## config.mk

```make
export PLATFORM = sky130hd
export DESIGN_NAME = data_bus_bridge
export DESIGN_NICKNAME = d
export VERILOG_FILES = /design/src/rtl/data_bus_bridge.sv
export SDC_FILE = /design/constraint.sdc
export NUM_CORES = 1
export LEC_CHECK = 0
export CAP_MARGIN = 20
export CORE_UTILIZATION = 42
export CTS_CLUSTER_DIAMETER = 120
export CTS_CLUSTER_SIZE = 12
export DETAILED_ROUTE_END_ITERATION = 10
export GPL_TIMING_DRIVEN = 0
export PLACE_DENSITY_LB_ADDON = 0.1
export SLEW_MARGIN = 20
export SYNTH_ARGS = -nofsm -noshare
export SYNTH_HDL_FRONTEND = slang
export SYNTH_SLANG_ARGS = --single-unit
```

## constraint.sdc

```tcl
create_clock -name clk -period 6.68 [get_ports clk]
set_input_delay 1.336 -clock clk [delete_from_list [all_inputs] [get_ports clk]]
set_output_delay 1.336 -clock clk [all_outputs]
set_load 0.01 [all_outputs]
```

## src/rtl/data_bus_bridge.sv

```systemverilog
// Bridges the CPU MEM-stage data port onto a Wishbone-classic master, stalling the pipeline while a cycle is open.
// Optional ack timeout: define MEM_BUS_TIMEOUT_EN to enable the BUSY watchdog and the sticky bus_err_o flag.
module data_bus_bridge #(
  parameter int ADDR_W  = 32,
  parameter int DATA_W  = 32,
  parameter int TIMEOUT = 255,
  localparam int SEL_W  = DATA_W / 8
) (
  input  logic              clk,
  input  logic              rst,
  input  logic              cpu_ce_i,
  input  logic              cpu_we_i,
  input  logic [SEL_W-1:0]  cpu_sel_i,
  input  logic [ADDR_W-1:0] cpu_addr_i,
  input  logic [DATA_W-1:0] cpu_data_i,
  output logic [DATA_W-1:0] cpu_data_o,
  input  logic              stall_i,
  output logic              stall_req_o,
  output logic              wb_cyc_o,
  output logic              wb_stb_o,
  output logic              wb_we_o,
  output logic [SEL_W-1:0]  wb_sel_o,
  output logic [ADDR_W-1:0] wb_adr_o,
  output logic [DATA_W-1:0] wb_dat_o,
  input  logic [DATA_W-1:0] wb_dat_i,
  input  logic              wb_ack_i,
  output logic              bus_err_o
);

  typedef enum logic [1:0] {IDLE, BUSY, DONE} state_t;

  state_t state;
  logic   timeout_hit;

`ifdef MEM_BUS_TIMEOUT_EN
  localparam int CNT_W = ($clog2(TIMEOUT + 1) > 8) ? $clog2(TIMEOUT + 1) : 8;
  logic [CNT_W-1:0] wait_cnt;

  // Fires on the last permitted BUSY cycle; a real ack in that cycle still wins.
  assign timeout_hit = (state == BUSY) && !wb_ack_i && (wait_cnt == CNT_W'(TIMEOUT - 1));
`else
  assign timeout_hit = 1'b0;
  assign bus_err_o   = 1'b0;
`endif

  // Stall is released in the cycle the bus completes so the pipeline can advance with DONE.
  always_comb begin
    stall_req_o = 1'b0;
    case (state)
      IDLE:    stall_req_o = cpu_ce_i;
      BUSY:    stall_req_o = !(wb_ack_i || timeout_hit);
      default: stall_req_o = 1'b0;
    endcase
  end

  always_ff @(posedge clk or posedge rst) begin
    if (rst) begin
      state      <= IDLE;
      wb_cyc_o   <= 1'b0;
      wb_stb_o   <= 1'b0;
      wb_we_o    <= 1'b0;
      wb_sel_o   <= '0;
      wb_adr_o   <= '0;
      wb_dat_o   <= '0;
      cpu_data_o <= '0;
`ifdef MEM_BUS_TIMEOUT_EN
      wait_cnt   <= '0;
      bus_err_o  <= 1'b0;
`endif
    end else begin
      case (state)
        IDLE: begin
          cpu_data_o <= '0;
          if (cpu_ce_i) begin
            wb_we_o  <= cpu_we_i;
            wb_sel_o <= cpu_sel_i;
            wb_adr_o <= cpu_addr_i;
            wb_dat_o <= cpu_data_i;
            wb_cyc_o <= 1'b1;
            wb_stb_o <= 1'b1;
            state    <= BUSY;
`ifdef MEM_BUS_TIMEOUT_EN
            wait_cnt <= '0;
`endif
          end
        end
        BUSY: begin
          if (wb_ack_i) begin
            wb_cyc_o   <= 1'b0;
            wb_stb_o   <= 1'b0;
            cpu_data_o <= wb_we_o ? '0 : wb_dat_i;
            state      <= DONE;
          end else if (timeout_hit) begin
            wb_cyc_o   <= 1'b0;
            wb_stb_o   <= 1'b0;
            cpu_data_o <= wb_we_o ? '0 : DATA_W'(32'hDEADBEEF);
`ifdef MEM_BUS_TIMEOUT_EN
            bus_err_o  <= 1'b1;
`endif
            state      <= DONE;
          end else begin
`ifdef MEM_BUS_TIMEOUT_EN
            wait_cnt <= wait_cnt + 1'b1;
`endif
          end
        end
        DONE: begin
          // MEM/WB captures cpu_data_o on the edge that leaves DONE.
          if (!stall_i) begin
            cpu_data_o <= '0;
            state      <= IDLE;
          end
        end
        default: state <= IDLE;
      endcase
    end
  end

endmodule

```

======== Yosys cells after proc, flatten, opt, wreduce, memory -nomap -nowiden ========
Cells that the tools add are included.
word-level totals
  bits in registers ....................... 104
cells by class
  equal/unequal tests ..................... 5
  mux-type cells .......................... 12
  reduce and logical (&&, ||, !) cells .... 8
operators with widths
  operator              number
  $mux W32              3
  $pmux W32 S3          1
  $reduce_and A3 Y1     3
  $mux W2               3
  $ne A2 B2 Y1 const B  3
  $pmux W2 S3           1
  $pmux W1 S2           2
  $reduce_bool A3 Y1    1
  $eq A2 B1 Y1 const B  1
  $eq A2 B2 Y1 const B  1
  $logic_not A2 Y1      1
  $mux W1               2
  $reduce_and A2 Y1     1
  $reduce_bool A2 Y1    1
  $logic_not A1 Y1      1

======== Longest topological paths before layout ========
Gate-level depths: netlist (run 1).
  depth after elaboration ................. 3
  depth in mapped cells ................... 5

======== Worst setup path after synthesis (run 1) ========
Ideal clock, no wire load.
  kind .................................... input to output
  start point ............................. input port wb_ack_i
  end point ............................... output port stall_req_o
  stages on the path ...................... 2
  data required time ...................... 5.344 ns
  arrival time ............................ 1.721 ns
  path slack .............................. 3.623 ns
  path through ............................ nand2b_1 > a21oi_1
on the way
  cells in the longest elaborated chain, start to end .. 2
ends and longest elaborated chain
  element           RTL line  RTL
  from (decl)       26        input logic wb_ack_i,
  $logic_not A1 Y1  51        BUSY: stall_req_o = !(wb_ack_i || timeout_hit);
  $pmux W1 S2       49        case (state)
  to (decl)         18        output logic stall_req_o,
No other way between the ends.

======== Final worst setup path (run 1) ========
Ends and elaborated chain as after synthesis.

==> out/metrics.cfg, run 1 <==
[global_routing]
grt.overflow.total=0
antenna_found_initial=0
gr-usage-all-layers_pct=20.04
grt_max_degree=59
grt_first_pass_wirelength_mm=15.10
grt_pass1_vias=2980

[setup_path]
cp_cell_sequence=clkdlybuf4s50_1 -> nand2b_1 -> a21oi_1 -> clkdlybuf4s50_1
worst_ep_arrival_time_ps=2690
crit_top_cell=clkdlybuf4s50_1
cp-startpoint=wb_ack_i
worst_path_largest_cell_delay_ps=560
cp.required_ps=5340
crit_type=primary input to output port
timing.rr.start=state[0]
crit_end=stall_req_o
endpoint_kind=output port
rrSetupSlack_ps=5090
startpoint_type=primary input
timing.rr.end=wb_dat_o[24]
crit_fanout=3
critPathSlowestCell=clkdlybuf4s50_1
ff2ff_path_depth=5

[die]
die_area_sq_um=9724
die_w_um=98.61
die_y_um=98.61
pin_count=211
core_area_sq_um=8891
fp-row-count=34
start_util_pct=44.09

[job]
cap_violations=0

[drt]
vias_per_cell=4.885
route.antenna.remaining_nets=0
drc=0
drt_iter0_drc=64
vias=2799
finalWirelength_mm=9.409
wl_per_cell_um=16.42
first_pass_iters=4

[outcome]
status=finished, final reports clean

[clock_network]
cts_hold_buf=0
cts_sinks=104
cts_max_level=3
root_buffer=clkbuf_8
ctsResizeCount=0
clk_latency_ps=350
cts_setup_buffers=0
clockBufferDepth=2
cts_tree=built
path_clk_slew_ps=90
cts-buffers-inserted=9

[placement]
dp_cells=557
place_congestion=0.7407
port_buffers=209
dpl.hpwl_mm=7.019
dpl-instance-area_sq_um=6180

[layout]
finalNonFillerCells=573
fin_util_pct=71.81
n_antenna_cell=0
drive_above_1_share_pct=22.80
fin_area_sq_um=6385
area_growth_pct=62.88
layout.nets=566

[synthesis]
syn_inst=239
async_flop_share_pct=100.0
ys_types=20
yosysWarnings=0
postSynthRegisterBits=104
yosys_most_used_dff=dfrtp_1
synth_top_area_cell=dfrtp_1
synth.most_common_cell=dfrtp_1
synth_fp_nets=345
synth_edf_count=0
netlist.area_leader.share_pct=66.39
seq_area_frac_synth_pct=66.39
yosys-top-cells-area=dfrtp_1, mux2_2, a22o_1, mux2_4, buf_4
syn-cell-area_sq_um=3920
avgSynthCellArea_sq_um=16.40
synth_common_cells=dfrtp_1, mux2_2, a22o_1, mux2_4, buf_4

[sta]
whs_ps=508.2
rsz0062_at_grt=no
hold_viol=0
maxSlewViolCount=0
fmax_mhz=248.6
setup_viol=0
fin_skew_ps=12.10
setup_tns_ps=0
finalCriticalPeriod_ps=4022
finalCritPeriodShare_pct=60.21

[pwr]
peakVddDrop_mv=0.1951
p_per_area_nw_per_um2=418.2
leakage_uw=0.002729

[hold_path]
min_path_cells=1
hold_class=flop to flop

sequential cells by signal, indices dropped and copies added, names as in the netlist:
| name | flops |
|---|---|
| wb_sel_o | 4 |
| wb_stb_o | 1 |
| wb_adr_o | 32 |
| wb_we_o | 1 |
| cpu_data_o | 32 |
| state | 2 |
| wb_dat_o | 32 |
layer usage:
layer	GRT usage [%]	vias to the layer above	share of wire [%]
li1	-	1296	-
met1	24.66	1367	42
met2	34.18	122	49
met3	5.816	14	7.4
met4	6.315	0	1.5
met5	0	-	0
report_power, final:
| group | internal, uW | switching [uW] | leakage, uW |
|---|---|---|---|
| sequential | 888 | 133 | 0.00128 |
| combinational | 788 | 462 | 0.00135 |
| clock | 185 | 213 | 0.0000989 |
| total | 1860 | 809 | 0.00273 |
placed cells by master, fill, tap and decap left out:
cell	Yosys	final
clkdlybuf4s50_1	0	209
dfrtp_1	104	104
mux2_2	59	59
a22o_1	32	32
mux2_4	10	10
clkbuf_8	0	10
buf_4	8	8
buf_2	6	6
a21oi_1	3	3
o21ai_0	3	3
inv_1	3	2
inv_6	0	2
clkinvlp_4	0	2
nand2b_4	1	1
nor2_4	1	1
buf_6	1	1
buf_8	1	1
nor2_1	1	1
nand2b_1	1	1
o21ai_1	1	1
nand2_1	1	1
nor3_2	1	1
nand3b_1	1	1
conb_1	1	1
clkinv_2	0	1
clkinv_4	0	1
bufinv_16	0	1
buf_16	0	1
critical path, delay by kind of cell:
kind            cells  cell delay, ps
compound gates      1             150
simple gates        1             190
buf+inv             2            1000
how the worst min path moves through the flow:
stage,start,end
global placement,cpu_data_o[21],cpu_data_o[21]
detailed placement,cpu_data_o[8],cpu_data_o[8]
finish,cpu_data_o[26],cpu_data_o[26]
global route,wb_adr_o[7],wb_adr_o[7]
floorplan,state[0],wb_stb_o
CTS,cpu_data_o[26],cpu_data_o[26]
layout make-up:
| cell class | instances | area [sq um] |
|---|---|---|
| multi-input cells | 116 | 1190 |
| flip-flops and latches | 104 | 2603 |
| plain buffers | 16 | 116.4 |
| inverters | 3 | 16.27 |
| clock inverters | 6 | 67.56 |
| clock buffers | 10 | 137.6 |
| fillers | 638 | 2506 |
| well taps | 108 | 135.1 |
| repair buffers | 210 | 2120 |
logic make-up after synthesis:
group	Yosys count	share of synthesized area (%)
DFF	104	66.39
muxes	69	20.78
AOI/OAI and AO/OA	39	8.043
buffers and inverters	19	3.256
and+or+nand+nor	7	1.436
other	1	0.09566
metrics by stage:
| step | worst slack, ps | power (uW) |
|---|---|---|
| 6_report | 2658 | 2670 |
| 5_1_grt | 2596 | 2821 |
| 4_1_cts | 2649 | 2702 |
| 3_5_place_dp | 2651 | 2300 |
| 3_3_place_gp | 1053 | 2265 |
| 2_1_floorplan | 2612 | 1603 |
Power figures use the tool's default switching activity.
==> run 2, diff against run 1 <==
Settings changed: CORE_UTILIZATION 42 to 39.
Clock period 6.68 ns to 3.94 ns, I/O delays scaled along.
==> run 2 against run 1 <==
  * Cell count up 4.2%
  * Highest routed layer unchanged
  * Setup slack worse by 1700 ps
  * Sequential cell count unchanged
  * Hold slack worse by 0.88 ps
  * Utilization down 6.3 points
  * Global-route usage down 2.2 points
  * Clock power up 65%
  * Die area up 7.5%
==> out/metrics.cfg, run 2 (synthesis gave the netlist of run 1 again) <==
[clock_network]
cts_hold_buf=0  ; unchanged
ctsResizeCount=0  ; unchanged
clk_latency_ps=360  ; about the same
path_clk_slew_ps=80  ; about the same
cts_tree=built
root_buffer=clkbuf_8
cts-buffers-inserted=9  ; unchanged
cts_setup_buffers=0  ; unchanged
clockBufferDepth=2  ; unchanged
cts_max_level=3  ; unchanged
cts_sinks=104  ; unchanged

[layout]
seqCellArea_sq_um=2603  ; unchanged
top_regs=cpu_data_o (32), wb_adr_o (32), wb_dat_o (32)
n_antenna_cell=0  ; unchanged
final_common_cell=clkdlybuf4s50_1
fin_area_sq_um=6407  ; +0.35%
fin_util_pct=65.55  ; -6.3 points
final_cell_mix=clkdlybuf4s50_1, dfrtp_1, mux2_2
drive_above_1_share_pct=22.41  ; -0.38 points
area_growth_pct=63.45
layout.nets=566  ; unchanged
fillers=804  ; +26%
multi_input_area_sq_um=1190  ; unchanged

[outcome]
status=finished, final reports clean

[hold_path]
hold_class=flop to flop
hold_start=cpu_data_o[21]

[setup_path]
cp_num_buf_inv=2  ; unchanged
crit_top_cell=clkdlybuf4s50_1
startpoint_type=primary input
crit_family=buffers and inverters
crit_type=primary input to output port
critPathSlowestCell=clkdlybuf4s50_1
cp_cell_sequence=clkdlybuf4s50_1 -> nand2b_1 -> a21oi_1 -> clkdlybuf4s50_1
crit_fanout=3  ; unchanged
cp-startpoint=wb_ack_i
timing.rr.start=state[0]
endpoint_kind=output port
cp.required_ps=3150  ; -2190 ps
worst_path_largest_cell_delay_ps=570  ; about the same
worst_ep_arrival_time_ps=2180  ; -510 ps

[placement]
port_buffers=209  ; unchanged
dpl.hpwl_mm=7.105  ; +1.2%
dpl-instance-area_sq_um=6211  ; +0.51%
place_congestion=0.7718  ; +4.2%
pre_cts_slack_ps=992.6  ; -1659 ps

[sta]
finalCritPeriodShare_pct=75.21
hold_viol=0  ; unchanged
fin_skew_ps=16.22  ; +4.126 ps
finalCriticalPeriod_ps=2963
fin_ws_ps=976.6  ; -1681 ps
rsz0062_at_grt=no
maxSlewViolCount=0  ; unchanged
setup_viol=0  ; unchanged
fmax_mhz=337.5

[global_routing]
antenna_found_initial=0  ; unchanged
grt_pass1_vias=2783  ; -6.6%
grt_max_degree=56  ; -5.1%
grt_first_pass_wirelength_mm=13.96  ; -7.5%
grt.overflow.total=0  ; unchanged
gr-usage-all-layers_pct=17.87  ; -2.2 points

[drt]
route.antenna.remaining_nets=0  ; unchanged
wl_per_cell_um=15.75  ; -4.1%
first_pass_iters=4  ; unchanged
vias=2828  ; +1.0%
vias_per_cell=4.737  ; -3.0%
finalWirelength_mm=9.404  ; about the same
dr_wl_met3_um=671  ; -3.0%
wl_met1_mm=3.924  ; -0.61%
drt_iter0_drc=78  ; +22%
drc=0  ; unchanged
top_layer=met4
wl_met2_mm=4.517  ; -2.4%

[die]
die_area_sq_um=10460  ; +7.5%
start_util_pct=40.10  ; -4.0 points
core_area_sq_um=9774  ; +9.9%
die_w_um=102.3  ; +3.7%
die_y_um=102.3  ; +3.7%
pin_count=211  ; unchanged
fp-row-count=36  ; +5.9%

[pwr]
p_per_area_nw_per_um2=702.9  ; +68%
leakage_uw=0.002726  ; -0.12%
peakVddDrop_mv=0.3294  ; +69%

[job]
cap_violations=0  ; unchanged

==> run 2: cell types whose count changed in the layout (fill, tap and decap cells not counted), sizes merged <==
cell,previous run,this run
clkinvlp,2,1
clkbuf,10,11
inv,4,3
==> run 2: stage by stage <==
step,instances,setup TNS (ps),power (uW),hold WS [ps]
finish,597,0,4503,507.3
global route,597,0,4772,522.8
CTS,597,0,4568,513.7
detailed placement,582,0,3895,491.5
global placement,581,-117350,3835,488.0
floorplan,239,0,2718,513.5
==> run 2: report_power, final <==
| group | total [uW] | switching (uW) | internal (uW) |
|---|---|---|---|
| Sequential | 1730 | 227 | 1510 |
| Combinational | 2110 | 776 | 1340 |
| Clock | 658 | 348 | 311 |
| Total | 4500 | 1350 | 3150 |
==> run 2: layout make-up <==
| type | count | area share (%) |
|---|---|---|
| sequential | 104 | 40.62 |
| timing repair buffer | 210 | 33.08 |
| multi-input combinational | 116 | 18.57 |
| tap | 133 | 2.597 |
| clock buffer | 11 | 2.207 |
| buffer | 16 | 1.816 |
| clock inverter | 4 | 0.8592 |
| inverter | 3 | 0.2539 |
==> run 2: path summary, 6_finish.rpt <==
| check | cells past startpoint | slack [ps] | to |
|---|---|---|---|
| hold reg to reg | 1 | 510 | cpu_data_o[21] |
| setup / recovery | 4 | 980 | stall_req_o |
| min in group asynchronous | 2 | 820 | wb_dat_o[29] |
| max in group asynchronous | 3 | 2490 | wb_dat_o[1] |
| hold / removal | 1 | 510 | cpu_data_o[21] |
| setup reg to reg | 5 | 2380 | wb_adr_o[2] |
==> run 2: routing by layer <==
layer | global-route usage, % | vias to the layer above
met5 | 0 | -
met3 | 4.651 | 23
li1 | - | 1291
met1 | 22.48 | 1385
met2 | 28.34 | 129
met4 | 9.560 | 0
